## src/rtl/seg7_pkg.sv

```systemverilog
// Shared constants for the 7-segment marquee.
// Segment codes are active-low, with bit0 = segment a up to bit6 = segment g.
// Also holds the elaboration-time helpers that size the index ports and
// work out the constant digit offsets.
package seg7_pkg;

  localparam int SEG_A = 0;
  localparam int SEG_B = 1;
  localparam int SEG_C = 2;
  localparam int SEG_D = 3;
  localparam int SEG_E = 4;
  localparam int SEG_F = 5;
  localparam int SEG_G = 6;
  localparam int SEG_W = 7;

  localparam logic [6:0] SEG_BLANK  = 7'h7F;

  localparam logic [6:0] GLYPH_0    = 7'h40;
  localparam logic [6:0] GLYPH_1    = 7'h79;
  localparam logic [6:0] GLYPH_2    = 7'h24;
  localparam logic [6:0] GLYPH_3    = 7'h30;
  localparam logic [6:0] GLYPH_4    = 7'h19;
  localparam logic [6:0] GLYPH_5    = 7'h12;
  localparam logic [6:0] GLYPH_6    = 7'h02;
  localparam logic [6:0] GLYPH_7    = 7'h78;
  localparam logic [6:0] GLYPH_8    = 7'h00;
  localparam logic [6:0] GLYPH_9    = 7'h10;
  localparam logic [6:0] GLYPH_A    = 7'h08;
  localparam logic [6:0] GLYPH_B    = 7'h03;
  localparam logic [6:0] GLYPH_C    = 7'h46;
  localparam logic [6:0] GLYPH_D    = 7'h21;
  localparam logic [6:0] GLYPH_E    = 7'h06;
  localparam logic [6:0] GLYPH_F    = 7'h0E;
  localparam logic [6:0] GLYPH_H    = 7'h09;
  localparam logic [6:0] GLYPH_L    = 7'h47;
  localparam logic [6:0] GLYPH_O    = 7'h40;
  localparam logic [6:0] GLYPH_DASH = 7'h3F;

  // Index width, never narrower than one bit.
  function automatic int idx_w(input int n);
    return (n > 1) ? $clog2(n) : 1;
  endfunction

  // Constant modulo by repeated subtraction; only ever called on parameters.
  function automatic int mod_const(input int a, input int m);
    int r;
    r = a;
    while (r >= m) r = r - m;
    return r;
  endfunction

endpackage

```

## src/rtl/seg7_tick_gen.sv

```systemverilog
// Scroll-rate prescaler.
// While en is high it counts 0..TICK_DIV-1 and wraps back to 0; while en is
// low the count holds its value.
// Ports:
//   clk, rst_n  clock and asynchronous active-low reset
//   en          count enable
//   tick        high for the cycle in which the count is TICK_DIV-1 and en is high
//   count       current count (only present with SEG7_MARQUEE_BLINK_EN,
//               because the blink phase taps it)
module seg7_tick_gen #(
  parameter  int TICK_DIV = 50_000_000,
  localparam int CW       = $clog2(TICK_DIV)
) (
  input  logic          clk,
  input  logic          rst_n,
  input  logic          en,
`ifdef SEG7_MARQUEE_BLINK_EN
  output logic [CW-1:0] count,
`endif
  output logic          tick
);

  localparam logic [CW-1:0] LAST = CW'(TICK_DIV - 1);

  logic [CW-1:0] count_q;

  always_ff @(posedge clk or negedge rst_n) begin
    if (!rst_n) begin
      count_q <= '0;
    end else if (en) begin
      count_q <= (count_q == LAST) ? '0 : count_q + 1'b1;
    end
  end

  assign tick = en && (count_q == LAST);

`ifdef SEG7_MARQUEE_BLINK_EN
  assign count = count_q;
`endif

endmodule

```

## src/rtl/seg7_marquee.sv

```systemverilog
// Scrolling-text driver for NUM_DIGITS active-low 7-segment digits.
// A writable message buffer of MSG_LEN segment codes scrolls across the
// digits. It moves on a prescaler tick while run_i is high, or on a step_i
// pulse.
// Optional feature: when macro SEG7_MARQUEE_BLINK_EN is defined, the module
// gets a blink_i port that blanks the display periodically.
// Ports:
//   clk, rst_n   clock and asynchronous active-low reset
//   run_i        auto-scroll on each tick (the prescaler holds while low)
//   dir_i        0 = scroll left (pos+1), 1 = scroll right (pos-1)
//   step_i       advance one position on this edge
//   blink_i      (SEG7_MARQUEE_BLINK_EN only) blink the display
//   wr_en_i, wr_addr_i, wr_data_i  message buffer write; out-of-range
//                                  addresses are dropped
//   hex_o        digit d occupies [7d+6:7d]; d = NUM_DIGITS-1 is leftmost
//   pos_o        current scroll offset
//   wrap_o       one-cycle pulse after pos wraps
module seg7_marquee
  import seg7_pkg::*;
#(
  parameter  int NUM_DIGITS = 4,
  parameter  int MSG_LEN    = 5,
  parameter  int TICK_DIV   = 50_000_000,
  localparam int PW         = idx_w(MSG_LEN)
) (
  input  logic                    clk,
  input  logic                    rst_n,
  input  logic                    run_i,
  input  logic                    dir_i,
  input  logic                    step_i,
`ifdef SEG7_MARQUEE_BLINK_EN
  input  logic                    blink_i,
`endif
  input  logic                    wr_en_i,
  input  logic [PW-1:0]           wr_addr_i,
  input  logic [6:0]              wr_data_i,
  output logic [7*NUM_DIGITS-1:0] hex_o,
  output logic [PW-1:0]           pos_o,
  output logic                    wrap_o
);

  localparam logic [PW:0]   LEN_X    = (PW+1)'(MSG_LEN);
  localparam logic [PW-1:0] LAST_POS = PW'(MSG_LEN - 1);

  logic                    presc_en;
  logic                    tick;
  logic                    advance;
  logic [PW-1:0]           pos_q, pos_nxt;
  logic                    wrap_q, wrap_nxt;
  logic [6:0]              msg_q [MSG_LEN];
  logic [7*NUM_DIGITS-1:0] hex_nxt;
  logic [7*NUM_DIGITS-1:0] hex_q;

`ifdef SEG7_MARQUEE_BLINK_EN
  localparam int          CW   = $clog2(TICK_DIV);
  localparam logic [CW-1:0] HALF = CW'(TICK_DIV/2 - 1);
  localparam logic [CW-1:0] LAST = CW'(TICK_DIV - 1);

  logic [CW-1:0] presc_count;
  logic          phase_q;

  assign presc_en = run_i | blink_i;

  seg7_tick_gen #(.TICK_DIV(TICK_DIV)) u_tick (
    .clk   (clk),
    .rst_n (rst_n),
    .en    (presc_en),
    .count (presc_count),
    .tick  (tick)
  );

  always_ff @(posedge clk or negedge rst_n) begin
    if (!rst_n) begin
      phase_q <= 1'b0;
    end else if (!blink_i) begin
      phase_q <= 1'b0;
    end else if (presc_en && (presc_count == HALF || presc_count == LAST)) begin
      phase_q <= ~phase_q;
    end
  end
`else
  assign presc_en = run_i;

  seg7_tick_gen #(.TICK_DIV(TICK_DIV)) u_tick (
    .clk   (clk),
    .rst_n (rst_n),
    .en    (presc_en),
    .tick  (tick)
  );
`endif

  // A step that lands on the same edge as a tick still moves the text only once.
  assign advance = (tick & run_i) | step_i;

  // With MSG_LEN == 1, LAST_POS is 0, so every advance wraps in place.
  always_comb begin
    pos_nxt  = pos_q;
    wrap_nxt = 1'b0;
    if (advance) begin
      if (dir_i) begin
        if (pos_q == '0) begin
          pos_nxt  = LAST_POS;
          wrap_nxt = 1'b1;
        end else begin
          pos_nxt = pos_q - 1'b1;
        end
      end else begin
        if (pos_q == LAST_POS) begin
          pos_nxt  = '0;
          wrap_nxt = 1'b1;
        end else begin
          pos_nxt = pos_q + 1'b1;
        end
      end
    end
  end

  always_ff @(posedge clk or negedge rst_n) begin
    if (!rst_n) begin
      pos_q  <= '0;
      wrap_q <= 1'b0;
    end else begin
      pos_q  <= pos_nxt;
      wrap_q <= wrap_nxt;
    end
  end

  // Address compare per entry, so an out-of-range address matches nothing.
  always_ff @(posedge clk or negedge rst_n) begin
    if (!rst_n) begin
      for (int i = 0; i < MSG_LEN; i++) msg_q[i] <= SEG_BLANK;
    end else if (wr_en_i) begin
      for (int i = 0; i < MSG_LEN; i++) begin
        if (wr_addr_i == PW'(i)) msg_q[i] <= wr_data_i;
      end
    end
  end

  // Digit d shows msg[(pos + NUM_DIGITS-1-d) mod MSG_LEN]. The offset is
  // reduced at elaboration time. After that, pos + offset < 2*MSG_LEN, so a
  // single conditional subtract completes the wrap.
  for (genvar d = 0; d < NUM_DIGITS; d++) begin : g_digit
    localparam logic [PW:0] OFF = (PW+1)'(mod_const(NUM_DIGITS - 1 - d, MSG_LEN));

    logic [PW:0] sum;
    logic [PW:0] idx;
    logic [6:0]  seg;

    assign sum = {1'b0, pos_q} + OFF;
    assign idx = (sum >= LEN_X) ? sum - LEN_X : sum;

    always_comb begin
      seg = SEG_BLANK;
      for (int i = 0; i < MSG_LEN; i++) begin
        if (idx == (PW+1)'(i)) seg = msg_q[i];
      end
    end

    assign hex_nxt[7*d +: 7] = seg;
  end

  always_ff @(posedge clk or negedge rst_n) begin
    if (!rst_n) begin
      hex_q <= '1;
    end else begin
`ifdef SEG7_MARQUEE_BLINK_EN
      hex_q <= phase_q ? '1 : hex_nxt;
`else
      hex_q <= hex_nxt;
`endif
    end
  end

  assign hex_o  = hex_q;
  assign pos_o  = pos_q;
  assign wrap_o = wrap_q;

endmodule

```

## config.mk

```make
export PLATFORM = sky130hd
export DESIGN_NAME = seg7_marquee
export DESIGN_NICKNAME = d
export VERILOG_FILES = /design/src/rtl/seg7_pkg.sv /design/src/rtl/seg7_tick_gen.sv /design/src/rtl/seg7_marquee.sv
export SDC_FILE = /design/constraint.sdc
export NUM_CORES = 1
export LEC_CHECK = 0
export BUFFER_PORTS_ARGS = -buffer_cell sky130_fd_sc_hd__buf_2
export CORE_ASPECT_RATIO = 1.25
export CORE_MARGIN = 2
export CORE_UTILIZATION = 62
export CTS_BUF_LIST = sky130_fd_sc_hd__clkbuf_4 sky130_fd_sc_hd__clkbuf_8
export CTS_CLUSTER_SIZE = 25
export DETAILED_ROUTE_END_ITERATION = 12
export PLACE_DENSITY = 0.81
export SETUP_SLACK_MARGIN = 0.4
export SKIP_CTS_REPAIR_TIMING = 1
export SYNTH_ARGS = -nofsm -noshare
export SYNTH_HDL_FRONTEND = slang
export SYNTH_SLANG_ARGS = --single-unit
```

## constraint.sdc

```tcl
create_clock -name clk -period 3.4 [get_ports clk]
set_input_delay 0.17 -clock clk [delete_from_list [all_inputs] [get_ports clk]]
set_output_delay 0.17 -clock clk [all_outputs]
set_load 0.005 [all_outputs]
```

======== Word level (Yosys, flattened, before mapping) ========
Cells that the tools add are included.
storage, ports and cells
  word-level logic and storage cells ...... 91
  bits of input ports ..................... 16
  register bits ........................... 93
  memories kept ........................... 0
  latch bits .............................. 0
  ROM bits ................................ 0
  RAM bits ................................ 0
  output and inout port bits .............. 32
operators by class
  mux-type cells .......................... 32
  div/mod/pow operators ................... 0
  multiply operators ...................... 0
  reduce and logical (&&, ||, !) cells .... 12
  add/sub/neg operators ................... 10
  bitwise gates (word level) .............. 2
  $lt $le $gt $ge ......................... 4
  equality and inequality tests ........... 22
  shift operators ......................... 0
operators by type and width
  cell                                                                   count
  7-bit two-way mux                                                      20
  4-bit by 2-bit == test with 1-bit output, second input constant        8
  26-bit by 1-bit adder with 26-bit output, second input constant        1
  26-bit == test, second input constant                                  1
  26-bit two-way mux                                                     1
  4-bit by 1-bit == test with 1-bit output, second input constant        4
  4-bit by 3-bit == test with 1-bit output, second input constant        4
  4-bit logical NOT                                                      4
  4-bit two-way mux                                                      4
  4-bit by 3-bit >= comparator with 1-bit output, second input constant  3
  4-bit by 3-bit subtractor with 4-bit output, second input constant     3
  2-bit AND reduction                                                    5
  3-bit two-way mux                                                      3
  3-bit by 2-bit adder with 4-bit output, second input constant          2
  3-bit by 2-bit == test with 1-bit output, second input constant        2
  3-bit == test, second input constant                                   2
  3-bit logical NOT                                                      2
  3-bit by 1-bit adder with 4-bit output, second input constant          1
  1-bit two-way mux                                                      4
  3-bit by 3-bit subtractor with 4-bit output, second input constant     1
  3-bit by 1-bit adder with 3-bit output, second input constant          1
  3-bit by 1-bit == test with 1-bit output, second input constant        1
  3-bit >= comparator, second input constant                             1
  3-bit by 1-bit subtractor with 3-bit output, second input constant     1
  3 further kinds                                                        3

======== Depth between registers and ports, before layout ========
  word-level depth ........................ 9
  gate-level depth with buffers ........... 11

======== Modules after synthesis ========
A second synthesis with hierarchy kept.
second synthesis, totals
  cells, all modules ...................... 589
  area, all modules ....................... 5609.1 sq um
by module, submodules not included
  module         cells an instance  seq. area each (sq um)  instances  area an instance (sq um)
  seg7_marquee   450                1755.4                  1          4217.8
  seg7_tick_gen  139                650.6                   1          1391.3

======== Worst setup path before layout ========
Ideal clock, no wire load.
  kind .................................... register to register
  from .................................... reg pos_q[0], in the netlist pos_o[0]
  to ...................................... reg hex_q[3], in the netlist hex_o[3]
  cell stages (with the launch flop) ...... 12
  path buffers ............................ 3
  clock period less this slack ............ 2.587 ns
  data required time ...................... 3.309 ns
  path slack .............................. 0.813 ns
  arrival time ............................ 2.497 ns
  path through ............................ dfrtp_1 -> buf_4 -> inv_2 -> ha_1 -> inv_1 -> ha_1 -> buf_4 -> or4_1 -> a21oi_2 -> buf_4 -> nand2_1 -> o31ai_1
between the ends
  longest elaborated chain between the ends .. 9
  elaborated cells on any way between the ends .. 14
  those cells by class .................... add/sub (2); order compare (1); eq/ne (4); mux (6); reduce/logical (1)
ends and longest elaborated chain
  item                                                                                                           RTL line             RTL
  start: declaration                                                                                             seg7_marquee.sv:48   logic [PW-1:0] pos_q, pos_nxt;
  start signal: assignment                                                                                       seg7_marquee.sv:123  pos_q <= pos_nxt;
  3-bit by 2-bit adder with 4-bit output *                                                                       seg7_marquee.sv:149  assign sum = {1'b0, pos_q} + OFF;
  4-bit by 3-bit subtractor with 4-bit output or 4-bit by 3-bit >= comparator with 1-bit output (tied branches)  seg7_marquee.sv:150  assign idx = (sum >= LEN_X) ? sum - LEN_X : sum;
  4-bit two-way mux *                                                                                            seg7_marquee.sv:150
  4-bit logical NOT                                                                                              seg7_marquee.sv:155  if (idx == (PW+1)'(i)) seg = msg_q[i];
  7-bit two-way mux (4 in a row)                                                                                 seg7_marquee.sv:155
  7-bit two-way mux *                                                                                            seg7_marquee.sv:155
  net g_digit[0].seg[3]                                                                                          seg7_marquee.sv:147  logic [6:0] seg;
  end signal: assignment                                                                                         seg7_marquee.sv:169  hex_q <= hex_nxt;
  end: declaration                                                                                               seg7_marquee.sv:52   logic [7*NUM_DIGITS-1:0] hex_q;
Mark *: on every way through the listed nets, which the timed path passes. The rest lies on a longest branch.
A chain may end at the register's enable or synchronous reset.

======== Final worst setup path ========
  from .................................... reg pos_q[1], in the netlist pos_o[1]
  to ...................................... reg hex_q[0], in the netlist hex_o[0]
Same word-level chain as after synthesis.

==> flow_metrics.env <==
export IMPL_run_status="complete, no violations"
export IMPL_critPathCaptureType="flip-flop"
export IMPL_grt_pass1_vias=4840
export IMPL_seq_area_frac_synth_pct=42.2
export IMPL_tightestPinTransition_ns=1.03
export IMPL_hold_depth=3
export IMPL_cap_violations=0
export IMPL_numCtsBuffers=9
export IMPL_finalHoldViolations=0
export IMPL_fill_cells=685
export IMPL_netlist_area_leader_share_pct=29.1
export IMPL_use_met3_pct=4.15
export IMPL_crit_required_ns=3.68
export IMPL_synth_largest_area_cell="dfstp_2"
export IMPL_slew_violations=0
export IMPL_fmax_mhz=354
export IMPL_r2r_end="hex_o[0]$_DFF_PN1_"
export IMPL_drt_iter0_markers=660
export IMPL_gp_congestion=0.953
export IMPL_yosys_warnings=0
export IMPL_postRouteAntennaNets=0
export IMPL_antenna_found_initial=0
export IMPL_synth_main_ff_cell="dfstp_2"
export IMPL_clk_pin_slew_ns=0.10
export IMPL_use_met2_pct=58.6
export IMPL_fin_crit_sh_pct=83.1
export IMPL_use_met1_pct=41.2
export IMPL_vdd_drop_max_uv=472
export IMPL_die_area_um2=9980
export IMPL_cts_sinks=93
export IMPL_min_to="msg_q[26]$_DFFE_PN1P_"
export IMPL_vias=5062
export IMPL_ys_async_sr_fraction_pct=100
export IMPL_avgViaCountPerCell=6.78
export IMPL_initial_core_util_pct=63.1
export IMPL_reg2reg_slack_ns=0.58
export IMPL_drtPass1Iterations=7
export IMPL_die_w_um=89.7
export IMPL_synth_seq_cells=93
export IMPL_layout_commonest_cell="nand2_1"
export IMPL_synth_nets=608
export IMPL_crit_type="reg2reg"
export IMPL_relSlewSlack_pct=30.8
export IMPL_synthToLayoutAreaGrowth_pct=10.0
export IMPL_cts_path_max_buffers=2
export IMPL_fin_tns_setup_ns=0
export IMPL_holdCritStartpoint="wr_data_i[5]"
export IMPL_root_buffer="clkbuf_8"
export IMPL_num_rows=39
export IMPL_powerDensity_nw_per_um2=1150
export IMPL_synth_area_leaders="dfstp_2, dfrtp_1, mux2_2, nand2_1, nor2_1"
export IMPL_grt_setup_unrepaired="yes"
export IMPL_yosys_cell_types_count=76
export IMPL_grt_pass1_wl_um=26400
export IMPL_utilization_pct=69.4
export IMPL_setup_viol=0
export IMPL_cts_tree="done"
export IMPL_synth_area_um2=5700
export IMPL_clock_skew_ns=0.0112
export IMPL_grtUsageTotal_pct=34.3
export IMPL_fin_crit_ns=2.82
export IMPL_globalRoute_busiestLayer="met2"
export IMPL_drcViolationCount=0
export IMPL_hold_path_class="in2reg"
export IMPL_cts_htree_levels=3
export IMPL_ff2ff_path_depth=9
export IMPL_dp_final_hpwl_um=12600
export IMPL_drive_above_1_share_pct=30.6
export IMPL_p_leak_nw=2.52
export IMPL_netlist_instances=579
export IMPL_ioPinCount=48
export IMPL_path_max_fanout=14
export IMPL_antennaDiodeCount=0
export IMPL_grt_max_degree=70
export IMPL_timing_rr_start="pos_o[1]$_DFFE_PN0P_"
export IMPL_drt_wl_total_um=16900
export IMPL_overflow=0
export IMPL_avgSynthCellArea_um2=9.84
export IMPL_worst_skew_pair_late_latency_ns=0.38
export IMPL_arrival_ns=3.11
export IMPL_die_h_um=111
export IMPL_io_buffers=47
export IMPL_core_area_um2=9030
export IMPL_synth_edf_count=0
export IMPL_nets=648
export IMPL_layout_common_cells="nand2_1, dfstp_2, buf_2, nor2_1, dfrtp_1"
export IMPL_start_kind="flip-flop"
export IMPL_wl_per_cell_um=22.6
## cell type report
cell class	instances	area (µm²)	share of cell area, %
inverters	32	120	1.92
flip-flops and latches	93	2410	38.4
repair buffers	58	323	5.15
clock buffers	10	138	2.20
well taps	123	154	2.46
clock inverters	6	100	1.60
multi-input cells	425	3030	48.3
## cell usage after synthesis (12+ instances only)
master     n
a222oi_1  14
dfrtp_1   30
dfstp_2   63
ha_1      12
inv_1     29
mux2_2    22
nand2_1   64
nand4_1   15
nor2_1    45
o21ai_0   30
o22ai_1   15
xnor2_1   12
xor2_1    17
## layer usage
metal	part of all wire [%]	wire length [µm]
met5	0	0
met4	6.6	1120
met3	5.4	913
met2	50	8490
met1	38	6370
## kinds of logic (layout without fill, tap and decap cells)
| group | after synthesis | in the layout | share of synthesized area (%) |
|---|---|---|---|
| mux | 26 | 26 | 5.05 |
| flops | 93 | 93 | 42.2 |
| buf+inv | 61 | 106 | 4.90 |
| fa+ha+maj | 13 | 13 | 2.99 |
| xor+xnor | 31 | 31 | 5.03 |
| simple gates | 202 | 202 | 19.8 |
| compound gates | 153 | 153 | 20.0 |
## sequential cells by signal, indices dropped and copies added, names as in the netlist
| signal | flops |
|---|---|
| wrap_o | 1 |
| hex_o | 28 |
| msg_q | 35 |
| u_tick.count_q | 26 |
| pos_o | 3 |
## metrics by stage
stage / hold slack (ns) / power (mW) / instances / worst slack [ns] / cell area [µm²]
global placement: 0.317 / 6.08 / 730 / 0.446 / 6000
detailed placement: 0.323 / 6.17 / 730 / 0.426 / 6000
CTS: -0.0753 / 7.05 / 746 / 0.429 / 6240
finish: 0.0477 / 7.19 / 747 / 0.576 / 6270
global route: 0.0577 / 7.61 / 747 / 0.338 / 6270
floorplan: -0.126 / 5.05 / 579 / 0.813 / 5700
## worst max-delay path by stage
stage / from / end / slack [ns]
2_1_floorplan: pos_o[0]$_DFFE_PN0P_ / hex_o[3]$_DFF_PN1_ / 0.81
3_3_place_gp: pos_o[1]$_DFFE_PN0P_ / hex_o[2]$_DFF_PN1_ / 0.45
3_5_place_dp: pos_o[1]$_DFFE_PN0P_ / hex_o[2]$_DFF_PN1_ / 0.43
4_1_cts: pos_o[1]$_DFFE_PN0P_ / hex_o[2]$_DFF_PN1_ / 0.43
5_1_grt: pos_o[1]$_DFFE_PN0P_ / hex_o[10]$_DFF_PN1_ / 0.34
6_report: pos_o[1]$_DFFE_PN0P_ / hex_o[0]$_DFF_PN1_ / 0.58
## worst max-delay path, cell delays in order, from the launching register on
cell       delay [ns]
dfrtp_1          0.38
inv_1            0.22
ha_1             0.25
inv_1            0.06
ha_2             0.37
nand2b_1         0.19
or4_4            0.54
o21ai_0          0.38
a2bb2oi_1        0.25
o31ai_1          0.10
## power breakdown
group | switching (mW) | internal [mW]
sequential | 0.281 | 1.62
combinational | 2.75 | 1.66
clock | 0.428 | 0.450
Note: power is estimated with default switching activity, not from simulation.
